<file path="src/rtl/dac_spi_pkg.sv">
// Shared constants and state type for the DAC SPI frame format.
package dac_spi_pkg;

  localparam int unsigned DAC_DATA_WIDTH = 24;
  localparam int unsigned DAC_CODE_WIDTH = 16;
  localparam int unsigned DAC_CMD_WIDTH  = 4;

  localparam logic [DAC_CMD_WIDTH-1:0] DAC_CMD_WRITE_UPDATE = 4'b0011;

  typedef enum logic [1:0] {
    IDLE,
    SHIFT,
    DONE
  } dac_rx_state_t;

endpackage

</file>
<file path="src/rtl/sync_edge_det.sv">
// Multi-flop synchronizer followed by an edge-detect register.
module sync_edge_det #(
  parameter int unsigned STAGES = 2
) (
  input  logic clk_i,
  input  logic arst_i,
  input  logic d_i,
  output logic q_o,
  output logic rise_o,
  output logic fall_o
);

  logic [STAGES-1:0] sync_q;
  logic              prev_q;

  // Synchronizer chain plus previous-value register; reset low so a line
  // already low at reset release produces no falling edge.
  always_ff @(posedge clk_i or negedge arst_i) begin
    if (!arst_i) begin
      sync_q <= '0;
      prev_q <= 1'b0;
    end else begin
      sync_q <= {sync_q[STAGES-2:0], d_i};
      prev_q <= sync_q[STAGES-1];
    end
  end

  assign q_o    = sync_q[STAGES-1];
  assign rise_o = q_o & ~prev_q;
  assign fall_o = ~q_o & prev_q;

endmodule

</file>
<file path="src/rtl/dac_spi_rx.sv">
// SPI receiver for 24-bit DAC write frames: command, code, pad, MSB first.
module dac_spi_rx
  import dac_spi_pkg::*;
#(
  parameter int unsigned           DATA_WIDTH       = DAC_DATA_WIDTH,
  parameter int unsigned           CODE_WIDTH       = DAC_CODE_WIDTH,
  parameter int unsigned           CMD_WIDTH        = DAC_CMD_WIDTH,
  parameter logic [CMD_WIDTH-1:0]  CMD_WRITE_UPDATE = DAC_CMD_WRITE_UPDATE,
  parameter int unsigned           SYNC_STAGES      = 2,
  parameter logic [CODE_WIDTH-1:0] CODE_RESET       = '0
) (
  input  logic                  clk_i,
  input  logic                  arst_i,
  input  logic                  sync_i,
  input  logic                  sclk_i,
  input  logic                  sdi_i,
  output logic [DATA_WIDTH-1:0] frame_o,
  output logic                  frame_vld_o,
  output logic [CODE_WIDTH-1:0] dac_code_o,
  output logic                  code_vld_o,
  output logic                  len_err_o,
  output logic                  cmd_err_o,
  output logic [15:0]           frame_cnt_o,
  output logic                  busy_o
);

  // Counter must hold DATA_WIDTH+1, the overrun marker.
  localparam int unsigned CntW = $clog2(DATA_WIDTH + 2);
  localparam logic [CntW-1:0] CntFull = CntW'(DATA_WIDTH);
  localparam logic [CntW-1:0] CntOvr  = CntW'(DATA_WIDTH + 1);

  logic sync_q, sync_rise, sync_fall;
  logic sclk_q, sclk_rise, sclk_fall;
  logic sdi_q, sdi_rise, sdi_fall;
  logic unused_edges;

  sync_edge_det #(.STAGES(SYNC_STAGES)) u_sync_det (
    .clk_i  (clk_i),
    .arst_i (arst_i),
    .d_i    (sync_i),
    .q_o    (sync_q),
    .rise_o (sync_rise),
    .fall_o (sync_fall)
  );

  sync_edge_det #(.STAGES(SYNC_STAGES)) u_sclk_det (
    .clk_i  (clk_i),
    .arst_i (arst_i),
    .d_i    (sclk_i),
    .q_o    (sclk_q),
    .rise_o (sclk_rise),
    .fall_o (sclk_fall)
  );

  sync_edge_det #(.STAGES(SYNC_STAGES)) u_sdi_det (
    .clk_i  (clk_i),
    .arst_i (arst_i),
    .d_i    (sdi_i),
    .q_o    (sdi_q),
    .rise_o (sdi_rise),
    .fall_o (sdi_fall)
  );

  // Levels and rising sclk edges are not needed; sdi is used as a level only.
  assign unused_edges = sync_q ^ sclk_q ^ sclk_rise ^ sdi_rise ^ sdi_fall;

  dac_rx_state_t         state_q, state_d;
  logic [DATA_WIDTH-1:0] shift_q, shift_d;
  logic [CntW-1:0]       cnt_q, cnt_d;
  logic [DATA_WIDTH-1:0] frame_q, frame_d;
  logic [CODE_WIDTH-1:0] code_q, code_d;
  logic [15:0]           fcnt_q, fcnt_d;
  logic                  frame_vld_q, frame_vld_d;
  logic                  code_vld_q, code_vld_d;
  logic                  len_err_q, len_err_d;
  logic                  cmd_err_q, cmd_err_d;

  // Next-state, frame assembly and DONE-time decode.
  always_comb begin
    state_d     = state_q;
    shift_d     = shift_q;
    cnt_d       = cnt_q;
    frame_d     = frame_q;
    code_d      = code_q;
    fcnt_d      = fcnt_q;
    frame_vld_d = 1'b0;
    code_vld_d  = 1'b0;
    len_err_d   = 1'b0;
    cmd_err_d   = 1'b0;

    unique case (state_q)
      IDLE: begin
        if (sync_fall) begin
          shift_d = '0;
          cnt_d   = '0;
          state_d = SHIFT;
        end
      end

      SHIFT: begin
        // A bit arriving with the closing sync edge is still counted.
        if (sclk_fall) begin
          shift_d = {shift_q[DATA_WIDTH-2:0], sdi_q};
          if (cnt_q != CntOvr) cnt_d = cnt_q + 1'b1;
        end
        if (sync_rise) state_d = DONE;
      end

      DONE: begin
        if (cnt_q == CntFull) begin
          frame_d     = shift_q;
          frame_vld_d = 1'b1;
          if (shift_q[DATA_WIDTH-1 -: CMD_WIDTH] == CMD_WRITE_UPDATE) begin
            code_d     = shift_q[DATA_WIDTH-CMD_WIDTH-1 -: CODE_WIDTH];
            code_vld_d = 1'b1;
            if (fcnt_q != 16'hFFFF) fcnt_d = fcnt_q + 16'd1;
          end else begin
            cmd_err_d = 1'b1;
          end
        end else begin
          len_err_d = 1'b1;
        end
        state_d = IDLE;
        // A new frame may start immediately behind the previous one.
        if (sync_fall) begin
          shift_d = '0;
          cnt_d   = '0;
          state_d = SHIFT;
        end
      end

      default: state_d = IDLE;
    endcase
  end

  // State and output registers.
  always_ff @(posedge clk_i or negedge arst_i) begin
    if (!arst_i) begin
      state_q     <= IDLE;
      shift_q     <= '0;
      cnt_q       <= '0;
      frame_q     <= '0;
      code_q      <= CODE_RESET;
      fcnt_q      <= '0;
      frame_vld_q <= 1'b0;
      code_vld_q  <= 1'b0;
      len_err_q   <= 1'b0;
      cmd_err_q   <= 1'b0;
    end else begin
      state_q     <= state_d;
      shift_q     <= shift_d;
      cnt_q       <= cnt_d;
      frame_q     <= frame_d;
      code_q      <= code_d;
      fcnt_q      <= fcnt_d;
      frame_vld_q <= frame_vld_d;
      code_vld_q  <= code_vld_d;
      len_err_q   <= len_err_d;
      cmd_err_q   <= cmd_err_d;
    end
  end

  assign frame_o     = frame_q;
  assign frame_vld_o = frame_vld_q;
  assign dac_code_o  = code_q;
  assign code_vld_o  = code_vld_q;
  assign len_err_o   = len_err_q;
  assign cmd_err_o   = cmd_err_q;
  assign frame_cnt_o = fcnt_q;
  assign busy_o      = (state_q == SHIFT);

endmodule
</file>
<file path="config.mk">
export PLATFORM = sky130hd
export DESIGN_NAME = dac_spi_rx
export DESIGN_NICKNAME = d
export VERILOG_FILES = /design/src/rtl/dac_spi_pkg.sv /design/src/rtl/sync_edge_det.sv /design/src/rtl/dac_spi_rx.sv
export SDC_FILE = /design/constraint.sdc
export NUM_CORES = 1
export LEC_CHECK = 0
export ABC_CLOCK_PERIOD_IN_PS = 4600
export CAP_MARGIN = 40
export CORE_ASPECT_RATIO = 0.9
export CORE_MARGIN = 10
export CORE_UTILIZATION = 54
export CTS_CLUSTER_SIZE = 28
export DETAILED_ROUTE_END_ITERATION = 10
export GPL_ROUTABILITY_DRIVEN = 0
export PLACE_DENSITY = 0.86
export SYNTH_ARGS = -nofsm -noshare
export SYNTH_HDL_FRONTEND = slang
export SYNTH_HIERARCHICAL = 1
export SYNTH_SLANG_ARGS = --single-unit
</file>
<file path="constraint.sdc">
create_clock -name clk_i -period 4.6 [get_ports clk_i]
set_clock_uncertainty 0.1 [all_clocks]
set_input_delay 1.15 -clock clk_i [delete_from_list [all_inputs] [get_ports clk_i]]
set_output_delay 1.15 -clock clk_i [all_outputs]
set_load 0.05 [all_outputs]
</file>
# Word-level counts from Yosys, hierarchy flattened
# Index checks and enable logic that the tools add are counted.
[op_classes] n_mux=21 n_bitwise=6 reduce_logical=9 n_eq_ne=11 addsub=2
[ops] op="$mux 24" n=2
[ops] op="$pmux 24 s2" n=1
[ops] op="$add 16x1->16 const B" n=1
[ops] op="$ne 16x16->1 const B" n=1
[ops] op="$mux 5" n=3
[ops] op="$mux 1" n=11
[ops] op="$pmux 5 s2" n=1
[ops] op="$ne 2x1->1 const B" n=4
[ops] op="$reduce_and 4->1" n=2
[ops] op="$pmux 2 s3" n=1
[ops] op="$reduce_and 3->1" n=2
[ops] op="$add 5x1->5 const B" n=1
[ops] op="$eq 5x5->1 const B" n=1
[ops] op="$ne 5x5->1 const B" n=1
[ops] op="$eq 4x2->1 const B" n=1
[ops] op="$mux 2" n=2
[ops] op="$reduce_and 2->1" n=2
[ops] op="$and 1x1->1" n=3
[ops] op="$not 1->1" n=3
[ops] op="$eq 2x1->1 const B" n=1
[ops] op="$eq 2x2->1 const B" n=1
[ops] op="$logic_not 2->1" n=1
[ops] op="$ne 2x2->1 const B" n=1
[ops] op="$reduce_bool 2->1" n=1
[ops] op="$reduce_or 2->1" n=1
[word_totals] wordCells=64 input_bits=5 out_inout_bits=61 register_bits=99

# Longest topological paths before layout
[logic_depth] depth_word=4 mapped_depth=9 ltp_nobuf=7

# By module
# The synthesis kept the hierarchy.
[by_module_without_submodules] mod="dac_spi_rx" instances=1 area_per_inst_um2=3737.3 cells_per_inst=339 seq_area_each_um2=2277.2
[by_module_without_submodules] mod="sync_edge_det" instances=3 area_per_inst_um2=90.1 cells_per_inst=5 seq_area_each_um2=75.1

# Worst setup path before layout
# No wires, ideal clock.
[synth_path] kind="register to output" from="register state_q[1]" to="output port busy_o" t_required_ns=3.350 t_arrival_ns=0.891 path_stages_with_launch=2 n_path_buf=0 slack_ns=2.459 cell_sequence="dfrtp_1 > and2b_1"
[synth_via] elab_chain_cells=1
[synth_rtl] element="start: declaration" line_no="dac_spi_rx.sv:67" source="dac_rx_state_t state_q, state_d;"
[synth_rtl] element="start signal: assignment" line_no="dac_spi_rx.sv:150" source="state_q <= state_d;"
[synth_rtl] element="$eq 2x1->1" line_no="dac_spi_rx.sv:170" source="assign busy_o = (state_q == SHIFT);"
[synth_rtl] element="end: declaration" line_no="dac_spi_rx.sv:24" source="output logic busy_o"
# No other way between the ends.

# Final worst setup path
# Same ends and word-level chain as after synthesis.

==> results.json <==
{
  "status": "complete, no violations",
  "max_freq_mhz": 318,
  "die_h_um": 101,
  "drc": 0,
  "layout_common_cells": "nand2_1 (108), dfrtp_1 (99), clkdlybuf4s50_1 (64)",
  "max_slew_margin": 0.596,
  "grt_pass1_vias": 2820,
  "setup_violations": 0,
  "grt_max_degree": 57,
  "fin_crit_sh": 0.684,
  "hold_ws_ns": 0.255,
  "powerDensity_nw_per_um2": 319,
  "drt_iter0_drc": 93,
  "rsz0062_at_grt": "no",
  "vias_per_cell": 5.27,
  "clockBufferDepth": 2,
  "crit_arrival_ns": 1.89,
  "tightest_slew_ns": 0.606,
  "worstSkewPairLatency_ns": 0.36,
  "root_buffer": "clkbuf_8",
  "clock_sinks": 99,
  "wl_per_cell_um": 16.1,
  "hp-class": "reg2reg",
  "critPathLaunchType": "register",
  "postSynthCellCount": 350,
  "worstPathMaxFanout": 5,
  "required_ns": 3.35,
  "max-vdd-ir-drop_uv": 237,
  "dp_slack_ns": 1.86,
  "die_area_um2": 11200,
  "drtAntennaViolNets": 0,
  "numPortBuffers": 65,
  "start_util": 0.557,
  "syn_to_final_growth_pct": 24.9,
  "die_w_um": 110,
  "slew_violations": 0,
  "fillers": 543,
  "yosys_warnings": 6,
  "p_leak_nw": 2.46,
  "num_rows": 29,
  "synth_area_per_cell_um2": 11.3,
  "core_area_um2": 7110,
  "grt_use_total": 0.159,
  "drive_gt1_frac": 0.149,
  "cap_viol_max_count": 0,
  "path_clk_slew_ns": 0.09,
  "worst_slack_ns": 1.46,
  "layout.nets": 428,
  "worstSetupPathType": "reg2out",
  "vias": 2725,
  "final_common_cell": "nand2_1",
  "drt_wl_total_um": 8310,
  "setup-tns-final_ns": 0,
  "final_core_util": 0.696,
  "post_cts_buffers": 0,
  "cts_resized": 0,
  "cts_hold_buf": 0,
  "syn-cell-area_um2": 3960,
  "grt_pass1_wl_um": 14000,
  "dpl.hpwl_um": 5710,
  "crit_path_end_kind": "output pin",
  "first_pass_iters": 4,
  "grt_overflow": 0,
  "hold_viol_final": 0,
  "diodes": 0,
  "antenna_found_initial": 0,
  "htree_levels": 3,
  "io_pins": 66,
  "synth_fp_nets": 359,
  "cts_tree": "done",
  "fin_crit_ns": 3.14,
  "cts_made_buffers": 9
}
-- worst paths after layout --
| check | startpoint | to | slack (ns) | depth (start not counted) |
|---|---|---|---|---|
| setup / recovery | state_q[1]$_DFFE_PN0P_ | busy_o | 1.46 | 2 |
| hold / removal | u_sdi_det/sync_q[0]$_DFF_PN0_ | u_sdi_det/sync_q[1]$_DFF_PN0_ | 0.26 | 0 |
| setup reg to reg | cnt_q[0]$_DFFE_PN0P_ | frame_cnt_o[2]$_DFFE_PN0P_ | 2.08 | 7 |
| hold reg to reg | u_sdi_det/sync_q[0]$_DFF_PN0_ | u_sdi_det/sync_q[1]$_DFF_PN0_ | 0.26 | 0 |
| max in group asynchronous | arst_i | frame_o[20]$_DFFE_PN0P_ | 2.95 | 3 |
| min in group asynchronous | arst_i | frame_o[3]$_DFFE_PN0P_ | 0.59 | 1 |
-- worst max-delay path: stages (launching register included) --
cell	delay (ns)
dfrtp_1	0.42
and2b_1	0.28
clkdlybuf4s50_1	0.83
-- flip-flops by register name (all words and copies together), names as in the netlist --
register / count
frame_o: 24
shift_q: 24
dac_code_o: 16
frame_cnt_o: 16
cnt_q: 5
state_q: 2
u_sclk_det/sync_q: 2
u_sdi_det/sync_q: 2
u_sync_det/sync_q: 2
cmd_err_o: 1
code_vld_o: 1
frame_vld_o: 1
len_err_o: 1
u_sclk_det/prev_q: 1
u_sync_det/prev_q: 1
-- power by group --
group / switching (mW) / internal (mW) / total (mW)
Combinational: 0.0733 / 0.0352 / 0.109
Sequential: 0.0186 / 0.889 / 0.908
Clock: 0.295 / 0.266 / 0.561
-- per-layer routing --
layer  up-vias  wire length, µm  GRT usage  share of wire
met1      1352             3360      0.190           0.40
met3        12              664     0.0648          0.080
li1       1291                -          -              -
met2        70             4170      0.253           0.50
met4         0              119     0.0573          0.014
met5         -                0          0              0
-- stage by stage --
step	cell area (µm²)	cells	power, mW
2_1_floorplan	3960	350	0.982
3_3_place_gp	4670	497	1.02
3_5_place_dp	4740	501	1.03
4_1_cts	4950	517	1.60
5_1_grt	4950	517	1.65
6_report	4950	517	1.58
-- area by class of cell --
type	count	area [µm²]	area share
flip-flops and latches	99	2480	0.501
multi-input cells	232	1390	0.281
repair buffers	71	736	0.149
clock buffers	10	138	0.0278
well taps	93	116	0.0235
clock inverters	6	65.1	0.0132
inverters	6	22.5	0.00455
Note: power is estimated with default switching activity, not from simulation.
